[src/rtl/rv_pipe_pkg.sv]
// Shared encodings and the decoded control bundle for the RV32I pipeline core.
// The ID/EX stage and its register import everything from here.
package rv_pipe_pkg;

  localparam logic [6:0] OP_R     = 7'b0110011;
  localparam logic [6:0] OP_I     = 7'b0010011;
  localparam logic [6:0] OP_LOAD  = 7'b0000011;
  localparam logic [6:0] OP_S     = 7'b0100011;
  localparam logic [6:0] OP_B     = 7'b1100011;
  localparam logic [6:0] OP_JAL   = 7'b1101111;
  localparam logic [6:0] OP_JALR  = 7'b1100111;
  localparam logic [6:0] OP_LUI   = 7'b0110111;
  localparam logic [6:0] OP_AUIPC = 7'b0010111;

  localparam logic [1:0] RES_ALU  = 2'b00;
  localparam logic [1:0] RES_LOAD = 2'b01;
  localparam logic [1:0] RES_PC4  = 2'b10;

  localparam logic [2:0] IMM_I = 3'b000;
  localparam logic [2:0] IMM_S = 3'b001;
  localparam logic [2:0] IMM_B = 3'b010;
  localparam logic [2:0] IMM_J = 3'b011;
  localparam logic [2:0] IMM_U = 3'b100;

  localparam int ALU_W = 3;
  localparam logic [ALU_W-1:0] ALU_ADD = 3'd0;
  localparam logic [ALU_W-1:0] ALU_SUB = 3'd1;
  localparam logic [ALU_W-1:0] ALU_AND = 3'd2;
  localparam logic [ALU_W-1:0] ALU_OR  = 3'd3;
  localparam logic [ALU_W-1:0] ALU_XOR = 3'd4;
  localparam logic [ALU_W-1:0] ALU_SLT = 3'd5;
  localparam logic [ALU_W-1:0] ALU_SLL = 3'd6;
  localparam logic [ALU_W-1:0] ALU_SRL = 3'd7;

  typedef struct packed {
    logic             regWrite;
    logic             memWrite;
    logic             jump;
    logic             jalr;
    logic             branch;
    logic             aluSrc;
    logic             luau;
    logic [ALU_W-1:0] aluCtrl;
    logic [1:0]       resultSrc;
  } id_ex_ctrl_t;

  localparam id_ex_ctrl_t CTRL_BUBBLE = '0;

endpackage

[src/rtl/id_ex_reg.sv]
// Priority-muxed ID/EX register: reset > flush > hold > bubble > capture.
// The payload is an opaque packed word; BUBBLE is what a squashed slot holds.
module id_ex_reg #(
  parameter int             W      = 8,
  parameter logic [W-1:0]   BUBBLE = '0
) (
  input  logic         clk,
  input  logic         rst,
  input  logic         flush,
  input  logic         stall,
  input  logic         bubbleReq,
  input  logic [W-1:0] d,
  output logic [W-1:0] q,
  output logic         validQ
);

  always_ff @(posedge clk or posedge rst) begin
    if (rst) begin
      q      <= BUBBLE;
      validQ <= 1'b0;
    end else if (flush) begin
      q      <= BUBBLE;
      validQ <= 1'b0;
    end else if (stall) begin
      q      <= q;
      validQ <= validQ;
    end else if (bubbleReq) begin
      q      <= BUBBLE;
      validQ <= 1'b0;
    end else begin
      q      <= d;
      validQ <= 1'b1;
    end
  end

endmodule

[src/rtl/id_ex_stage_p.sv]
// Decode stage with ID/EX register: control/immediate decode, early branch/JAL
// target, load-use hazard detection and bubble/hold/flush of the EX side.
module id_ex_stage_p
  import rv_pipe_pkg::*;
#(
  parameter int          XLEN         = 32,
  parameter int          ALUCTRL_W    = 3,
  parameter logic [31:0] BUBBLE_INSTR = 32'h0000_0013
) (
  input  logic                 clk,
  input  logic                 rst,
  input  logic [31:0]          instr_d,
  input  logic [XLEN-1:0]      pc_d,
  input  logic [XLEN-1:0]      pc_plus4_d,
  input  logic [XLEN-1:0]      rd1_d,
  input  logic [XLEN-1:0]      rd2_d,
  input  logic                 valid_d,
  input  logic                 predict_taken_d,
  input  logic                 stall_e,
  input  logic                 flush_e,
  output logic [4:0]           rs1_d,
  output logic [4:0]           rs2_d,
  output logic [XLEN-1:0]      pred_target_d,
  output logic                 redirect_d,
  output logic                 stall_d,
  output logic                 valid_e,
  output logic [31:0]          instr_e,
  output logic [XLEN-1:0]      pc_e,
  output logic [XLEN-1:0]      pc_plus4_e,
  output logic [XLEN-1:0]      rd1_e,
  output logic [XLEN-1:0]      rd2_e,
  output logic [XLEN-1:0]      imm_e,
  output logic [4:0]           rd_e,
  output logic [4:0]           rs1_e,
  output logic [4:0]           rs2_e,
  output logic                 reg_write_e,
  output logic                 mem_write_e,
  output logic                 jump_e,
  output logic                 jalr_e,
  output logic                 branch_e,
  output logic                 alu_src_e,
  output logic                 luau_e,
  output logic [ALUCTRL_W-1:0] alu_ctrl_e,
  output logic [1:0]           result_src_e,
  output logic                 predict_taken_e
);

  localparam int PAY_W = 32 + 5*XLEN + 15 + $bits(id_ex_ctrl_t) + 1;
  localparam logic [PAY_W-1:0] BUBBLE_WORD =
    {BUBBLE_INSTR, {(5*XLEN+15){1'b0}}, CTRL_BUBBLE, 1'b0};

  function automatic logic signed [31:0] immExtend(input logic [31:0] i,
                                                   input logic [2:0]  src);
    case (src)
      IMM_S:   immExtend = {{20{i[31]}}, i[31:25], i[11:7]};
      IMM_B:   immExtend = {{19{i[31]}}, i[31], i[7], i[30:25], i[11:8], 1'b0};
      IMM_J:   immExtend = {{11{i[31]}}, i[31], i[19:12], i[20], i[30:21], 1'b0};
      IMM_U:   immExtend = {i[31:12], 12'b0};
      default: immExtend = {{20{i[31]}}, i[31:20]};
    endcase
  endfunction

  logic [6:0]       opcode;
  logic [2:0]       funct3;
  logic [2:0]       immSrcD;
  logic             usesRs1;
  logic             usesRs2;
  logic             isRType;
  logic [ALU_W-1:0] aluOpD;
  id_ex_ctrl_t      ctrlD;
  id_ex_ctrl_t      ctrlE;
  logic [XLEN-1:0]  immExtD;
  logic [PAY_W-1:0] payD;
  logic [PAY_W-1:0] payE;

  assign opcode  = instr_d[6:0];
  assign funct3  = instr_d[14:12];
  assign rs1_d   = instr_d[19:15];
  assign rs2_d   = instr_d[24:20];
  assign isRType = (opcode == OP_R);

  // SRA and SLTU share the SRL and SLT encodings in this 3-bit ALU map
  always_comb begin
    aluOpD = ALU_ADD;
    case (funct3)
      3'b000:  aluOpD = (isRType && instr_d[30]) ? ALU_SUB : ALU_ADD;
      3'b001:  aluOpD = ALU_SLL;
      3'b010,
      3'b011:  aluOpD = ALU_SLT;
      3'b100:  aluOpD = ALU_XOR;
      3'b101:  aluOpD = ALU_SRL;
      3'b110:  aluOpD = ALU_OR;
      default: aluOpD = ALU_AND;
    endcase
  end

  always_comb begin
    ctrlD   = CTRL_BUBBLE;
    immSrcD = IMM_I;
    usesRs1 = 1'b1;
    usesRs2 = 1'b0;
    case (opcode)
      OP_R: begin
        ctrlD.regWrite = 1'b1;
        ctrlD.aluCtrl  = aluOpD;
        usesRs2        = 1'b1;
      end
      OP_I: begin
        ctrlD.regWrite = 1'b1;
        ctrlD.aluSrc   = 1'b1;
        ctrlD.aluCtrl  = aluOpD;
      end
      OP_LOAD: begin
        ctrlD.regWrite  = 1'b1;
        ctrlD.aluSrc    = 1'b1;
        ctrlD.resultSrc = RES_LOAD;
      end
      OP_S: begin
        ctrlD.memWrite = 1'b1;
        ctrlD.aluSrc   = 1'b1;
        immSrcD        = IMM_S;
        usesRs2        = 1'b1;
      end
      OP_B: begin
        ctrlD.branch  = 1'b1;
        ctrlD.aluCtrl = ALU_SUB;
        immSrcD       = IMM_B;
        usesRs2       = 1'b1;
      end
      OP_JAL: begin
        ctrlD.regWrite  = 1'b1;
        ctrlD.jump      = 1'b1;
        ctrlD.resultSrc = RES_PC4;
        immSrcD         = IMM_J;
        usesRs1         = 1'b0;
      end
      OP_JALR: begin
        ctrlD.regWrite  = 1'b1;
        ctrlD.jump      = 1'b1;
        ctrlD.jalr      = 1'b1;
        ctrlD.aluSrc    = 1'b1;
        ctrlD.resultSrc = RES_PC4;
      end
      OP_LUI, OP_AUIPC: begin
        ctrlD.regWrite = 1'b1;
        ctrlD.aluSrc   = 1'b1;
        ctrlD.luau     = 1'b1;
        immSrcD        = IMM_U;
        usesRs1        = 1'b0;
      end
      default: ;
    endcase
  end

  assign immExtD       = XLEN'(immExtend(instr_d, immSrcD));
  assign pred_target_d = pc_d + immExtD;

  // Load-use hazard against the instruction currently sitting in EX
  assign stall_d = valid_d & valid_e & (result_src_e == RES_LOAD) & (rd_e != 5'd0)
                 & ((usesRs1 & (rs1_d == rd_e)) | (usesRs2 & (rs2_d == rd_e)));

  assign redirect_d = valid_d & ~stall_d
                    & ((opcode == OP_JAL) | (ctrlD.branch & predict_taken_d));

  assign payD = {instr_d, pc_d, pc_plus4_d, rd1_d, rd2_d, immExtD,
                 instr_d[11:7], rs1_d, rs2_d, ctrlD, predict_taken_d};

  id_ex_reg #(
    .W      (PAY_W),
    .BUBBLE (BUBBLE_WORD)
  ) u_id_ex_reg (
    .clk       (clk),
    .rst       (rst),
    .flush     (flush_e),
    .stall     (stall_e),
    .bubbleReq (stall_d | ~valid_d),
    .d         (payD),
    .q         (payE),
    .validQ    (valid_e)
  );

  assign {instr_e, pc_e, pc_plus4_e, rd1_e, rd2_e, imm_e,
          rd_e, rs1_e, rs2_e, ctrlE, predict_taken_e} = payE;

  assign reg_write_e  = ctrlE.regWrite;
  assign mem_write_e  = ctrlE.memWrite;
  assign jump_e       = ctrlE.jump;
  assign jalr_e       = ctrlE.jalr;
  assign branch_e     = ctrlE.branch;
  assign alu_src_e    = ctrlE.aluSrc;
  assign luau_e       = ctrlE.luau;
  assign alu_ctrl_e   = ALUCTRL_W'(ctrlE.aluCtrl);
  assign result_src_e = ctrlE.resultSrc;

endmodule

[config.mk]
export PLATFORM = sky130hd
export DESIGN_NAME = id_ex_stage_p
export DESIGN_NICKNAME = d
export VERILOG_FILES = /design/src/rtl/rv_pipe_pkg.sv /design/src/rtl/id_ex_reg.sv /design/src/rtl/id_ex_stage_p.sv
export SDC_FILE = /design/constraint.sdc
export NUM_CORES = 1
export LEC_CHECK = 0
export CAP_MARGIN = 10
export CORE_UTILIZATION = 41
export DETAILED_ROUTE_END_ITERATION = 8
export HOLD_SLACK_MARGIN = 0.08
export PLACE_DENSITY = 0.78
export SYNTH_ARGS = -nofsm -noshare
export SYNTH_HDL_FRONTEND = slang
export SYNTH_HIERARCHICAL = 1
export SYNTH_SLANG_ARGS = --single-unit
[constraint.sdc]
create_clock -name clk -period 7 [get_ports clk]
set_input_delay 1.4 -clock clk [delete_from_list [all_inputs] [get_ports clk]]
set_output_delay 1.4 -clock clk [all_outputs]
set_load 0.01 [all_outputs]
; After elaboration in Yosys (flattened, before gate mapping)
; Index checks and enable logic that the tools add are counted.
[classes]
reduce_logical = 11
bitwise_logic = 14
eq_ne = 23
add_sub_neg = 1
muxes = 21
[op_table]
columns = operator, n
row1 = 220-bit 2-to-1 mux, 3
row2 = 31-bit case mux with 4 select lines, 1
row3 = 32-bit adder, 1
row4 = 7-bit by 6-bit == test with 1-bit output (second input constant), 3
row5 = 7-bit == test (second input constant), 3
row6 = 3-bit case mux with 6 select lines, 1
row7 = 7-bit by 5-bit == test with 1-bit output (second input constant), 2
row8 = 1-bit 2-to-1 mux, 13
row9 = 3-bit by 2-bit == test with 1-bit output (second input constant), 4
row10 = 3-bit == test (second input constant), 4
row11 = 3-bit case mux with 4 select lines, 1
row12 = 5-bit == test, 2
row13 = 1-bit AND, 9
row14 = 2-bit OR reduction, 4
row15 = 7-bit by 2-bit == test with 1-bit output (second input constant), 1
row16 = 7-bit OR reduction, 1
row17 = 3-bit by 1-bit == test with 1-bit output (second input constant), 2
row18 = 3-bit case mux with 2 select lines, 1
row19 = 3-bit OR reduction, 2
row20 = 6-bit OR reduction, 1
row21 = 5-bit nonzero test, 1
row22 = 2-bit case mux with 2 select lines, 1
row23 = 3-bit logical NOT, 1
row24 = 1-bit bitwise OR, 3
row25 = other kinds (4), 5
[totals]
output_inout_bits = 265
register_bits = 221

; Longest topological paths before layout
[logic_depth]
ltp_word = 10
depth_mapped = 16
mapped_depth_nobuf = 14

; By module
; The synthesis kept the hierarchy.
[by_module_without_submodules]
columns = mod, seq_area_each_um2, area_each_um2, instances, cells_per_inst
row1 = id_ex_reg, 5534.1, 9118.7, 1, 754
row2 = id_ex_stage_p, 0.0, 2444.8, 1, 361

; Worst setup path after synthesis
; No wires, ideal clock.
[synth_timing]
path_kind = input to output
start = input instr_d[6]
end = output pred_target_d[26]
n_path_buf = 2
arrival_time_ns = 4.492
setup_slack_ns = 1.108
path_stages = 15
required_time_ns = 5.600
cell_sequence = buf_2 > nor2b_1 > nand3_1 > inv_1 > or2_1 > buf_2 > a21oi_1 > ha_1 > fa_1 > a21o_1 > a221oi_2 > a31oi_1 > or4_4 > a211oi_1 > a311oi_1
[synth_between]
elab_chain_len = 6
[synth_rtl]
columns = element, line
row1 = start: declaration, id_ex_stage_p.sv:12  ; input logic [31:0] instr_d,
row2 = 7-bit by 6-bit == test with 1-bit output / 7-bit by 5-bit == test with 1-bit output (equally long branches), id_ex_stage_p.sv:102  ; case (opcode)
row3 = 2-bit OR reduction, -
row4 = 3-bit case mux with 4 select lines (*), id_ex_stage_p.sv:102
row5 = 3-bit == test (tied with other cells), id_ex_stage_p.sv:54  ; case (src)
row6 = 31-bit case mux with 4 select lines (*), id_ex_stage_p.sv:54
row7 = via immExtD[0], id_ex_stage_p.sv:72  ; logic [XLEN-1:0] immExtD;
row8 = 32-bit adder (*), id_ex_stage_p.sv:156  ; assign pred_target_d = pc_d + immExtD;
row9 = end: declaration, id_ex_stage_p.sv:23  ; output logic [XLEN-1:0] pred_target_d,
; Mark *: on every way through the listed nets, which the timed path passes. The rest lies on a longest branch.

; Worst setup path after layout
[layout_timing]
start = input instr_d[6]
end = output pred_target_d[29]
; Same word-level chain as after synthesis.

==> out/metrics.cfg <==
[synth]
syn_avg_cell_area_um2=10.4
synthArstFlopShare_pct=100
synth_cells=1115
mappedNetlistNets=1313
synthesis.area_mm2=0.0116
synthDistinctLibCells=65
yosysSeqAreaShare_pct=47.9
synth_ff_type=dfrtp_1
synth_edf_count=0
ys_seq_elements=221
ys_warn_count=6

[drt]
drt-initial-drc-count=776
routed_wl_um=42600
ant_nets=0
first_pass_iters=6
wl_per_cell_um=22.2
drcViolationCount=0
num_vias=10800
avgViaCountPerCell=5.65

[sta]
finalHoldViolCount=0
maxSlewViolCount=0
relSlewSlack_pct=19.5
post-route-period-util_pct=97.4
finalSetupViolations=0
skew_ns=0.0187
fin_crit_ns=6.82
worst_pin_slew_ns=1.21
fin_setup_tns_ns=0
fmax_mhz=147

[setup_path]
path_cells=clkdlybuf4s50_1 > nor2b_1 > nand3_1 > inv_1 > buf_4 > nor2_2 > a21o_1 > ha_1 > nand2_1 > nor4_1 > a221oi_1 > and2_1 > a31oi_1 > xor2_1 > clkdlybuf4s50_1
cp_max_fo=20
critPathArrivalTime_ns=5.42
worstSetupStartpointType=input pin
crit_slowest_cell=clkdlybuf4s50_1
cp-end-kind=primary output
critical_path_class=input pin to primary output
r2r-end=u_id_ex_reg/q[50]$_DFFE_PP0P_
crit_family=buffers and inverters
cp.required_ns=5.60
rrSetupSlack_ns=3.73
crit_start=instr_d[6]
critPathMaxStageDelay_ns=0.61
r2r_start=u_id_ex_reg/q[24]$_DFFE_PP0P_
path_common_cell=clkdlybuf4s50_1
crit_buf_inv=4
worstRegToRegCells=6

[floorplan]
die_x_um=170
die-area_mm2=0.0289
die_y_um=170
core-area_mm2=0.0278
row_count=61
pin_count=431
start_util_pct=41.6

[cts]
cts-root-buf=clkbuf_16
cts_sinks=221
h-tree-depth=1
cts_tree=yes
cts_buffers=27
worst_skew_pair.late_latency_ns=0.55
clk_pin_slew_ns=0.06
cts_buffer_depth=3

[power]
leakagePower_nw=7.21
power_density_mw_per_mm2=216
power_mw=3.72
vdd_drop_max_v=0.000159

[finish]
antenna_cells=0
n_fill_cell=2371
layout_commonest_cell=clkdlybuf4s50_1
layout_common_cells=clkdlybuf4s50_1 (425), dfrtp_1 (218), a21oi_1 (146)
drive_above_1_share_pct=8.32
num-nets-final=1717
area_growth_pct=49.0

[worst_hold_path]
worstHoldEndpoint=u_id_ex_reg/q[15]$_DFFE_PP0P_
min-delay-path-class=register to register
min_from=u_id_ex_reg/q[15]$_DFFE_PP0P_
hold_depth=1

[run]
cap_violations=0

[placed_design]
gp_congestion=0.959
portBuffers=430
place_hpwl_um=30200

[global_route]
grt_pass1_vias=10600
antenna_found_initial=0
grt_max_degree=149
globalRouteOverflowTotal=0
grt_pass1_wl_um=63300
track_usage_pct=28.5

[outcome]
status=completed

## sequential cells by signal (all words and copies together), names as in the netlist
name	cells
u_id_ex_reg/q	220
u_id_ex_reg/validQ	1
## through the flow
stage          utilization, %  worst slack [ns]  hold slack, ns  instance area [um2]  std cells
6_report                 62.0             0.180           0.488                17200       1917
5_1_grt                  62.0           -0.0164           0.501                17200       1917
4_1_cts                  61.7            0.0146           0.492                17100       1914
3_5_place_dp             58.0            0.0414           0.480                16100       1865
3_3_place_gp             58.0            0.0669           0.472                16100       1865
2_1_floorplan               -              1.11           0.530                11600       1115
## logic make-up after synthesis
| family | synth area share [%] |
|---|---|
| buf+inv | 5.93 |
| simple gates | 16.9 |
| mux | 0.184 |
| compound gates | 22.9 |
| xor+xnor | 2.73 |
| fa+ha+maj | 3.53 |
| flops | 47.9 |
## synth_stat cells (3+ instances only)
cell / count / area share, %
dfrtp_1: 218 / 47
a21oi_1: 147 / 6.4
nand2_1: 140 / 4.5
a32o_1: 110 / 9.5
or3b_1: 108 / 8.2
buf_2: 41 / 1.8
a21o_1: 32 / 2.1
clkbuf_1: 31 / 1.0
ha_1: 31 / 3.4
nor2_1: 27 / 0.88
o21ai_0: 24 / 1.0
xor2_1: 19 / 1.4
buf_6: 17 / 1.7
xnor2_1: 17 / 1.3
buf_4: 13 / 0.84
inv_1: 12 / 0.39
nor3_1: 12 / 0.52
nor2b_1: 11 / 0.60
a211oi_1: 9 / 0.58
a31oi_1: 7 / 0.38
nor4_1: 6 / 0.32
o21bai_1: 6 / 0.39
and3_1: 4 / 0.22
buf_1: 4 / 0.13
nand3_1: 4 / 0.17
nand4_1: 4 / 0.22
o211ai_1: 4 / 0.26
o21a_1: 4 / 0.26
o21ai_1: 4 / 0.17
dfstp_2: 3 / 0.68
nand2b_1: 3 / 0.16
## routing by layer
metal | global-route usage [%] | routed length (um)
met1 | 34.8 | 16800
met2 | 48.0 | 20500
met3 | 8.58 | 3970
met4 | 9.05 | 1240
met5 | 0 | 0
## worst max-delay path by stage
stage / end / slack (ns) / cells after the start
after floorplan: pred_target_d[26] / 1.11 / 15
after global placement: pred_target_d[31] / 0.07 / 15
after detailed placement: pred_target_d[26] / 0.04 / 14
after CTS: pred_target_d[28] / 0.01 / 15
after global routing: pred_target_d[25] / -0.02 / 17
final: pred_target_d[29] / 0.18 / 15
## power by group
group	internal (mW)	switching (mW)	total, mW
clock	1.00	0.566	1.57
sequential	1.32	0.0270	1.35
combinational	0.394	0.406	0.799
total	2.72	0.999	3.72
## cell type report
type,instances,area (um2),area share (%)
clock buffer,36,779,4.52
clock inverter,13,229,1.33
inverter,12,50.0,0.290
multi-input combinational,775,5440,31.6
sequential,221,5530,32.1
tap,378,473,2.74
timing repair buffer,482,4730,27.4
## repair_timing
action / in CTS / in global routing
endpoints found under the setup margin: 1 / 15
hold buffers: 0 / 0
buffers inserted: 0 / 3
pin swaps: 1 / 3
resized for setup: 2 / 18
Note: power is estimated with default switching activity, not from simulation.
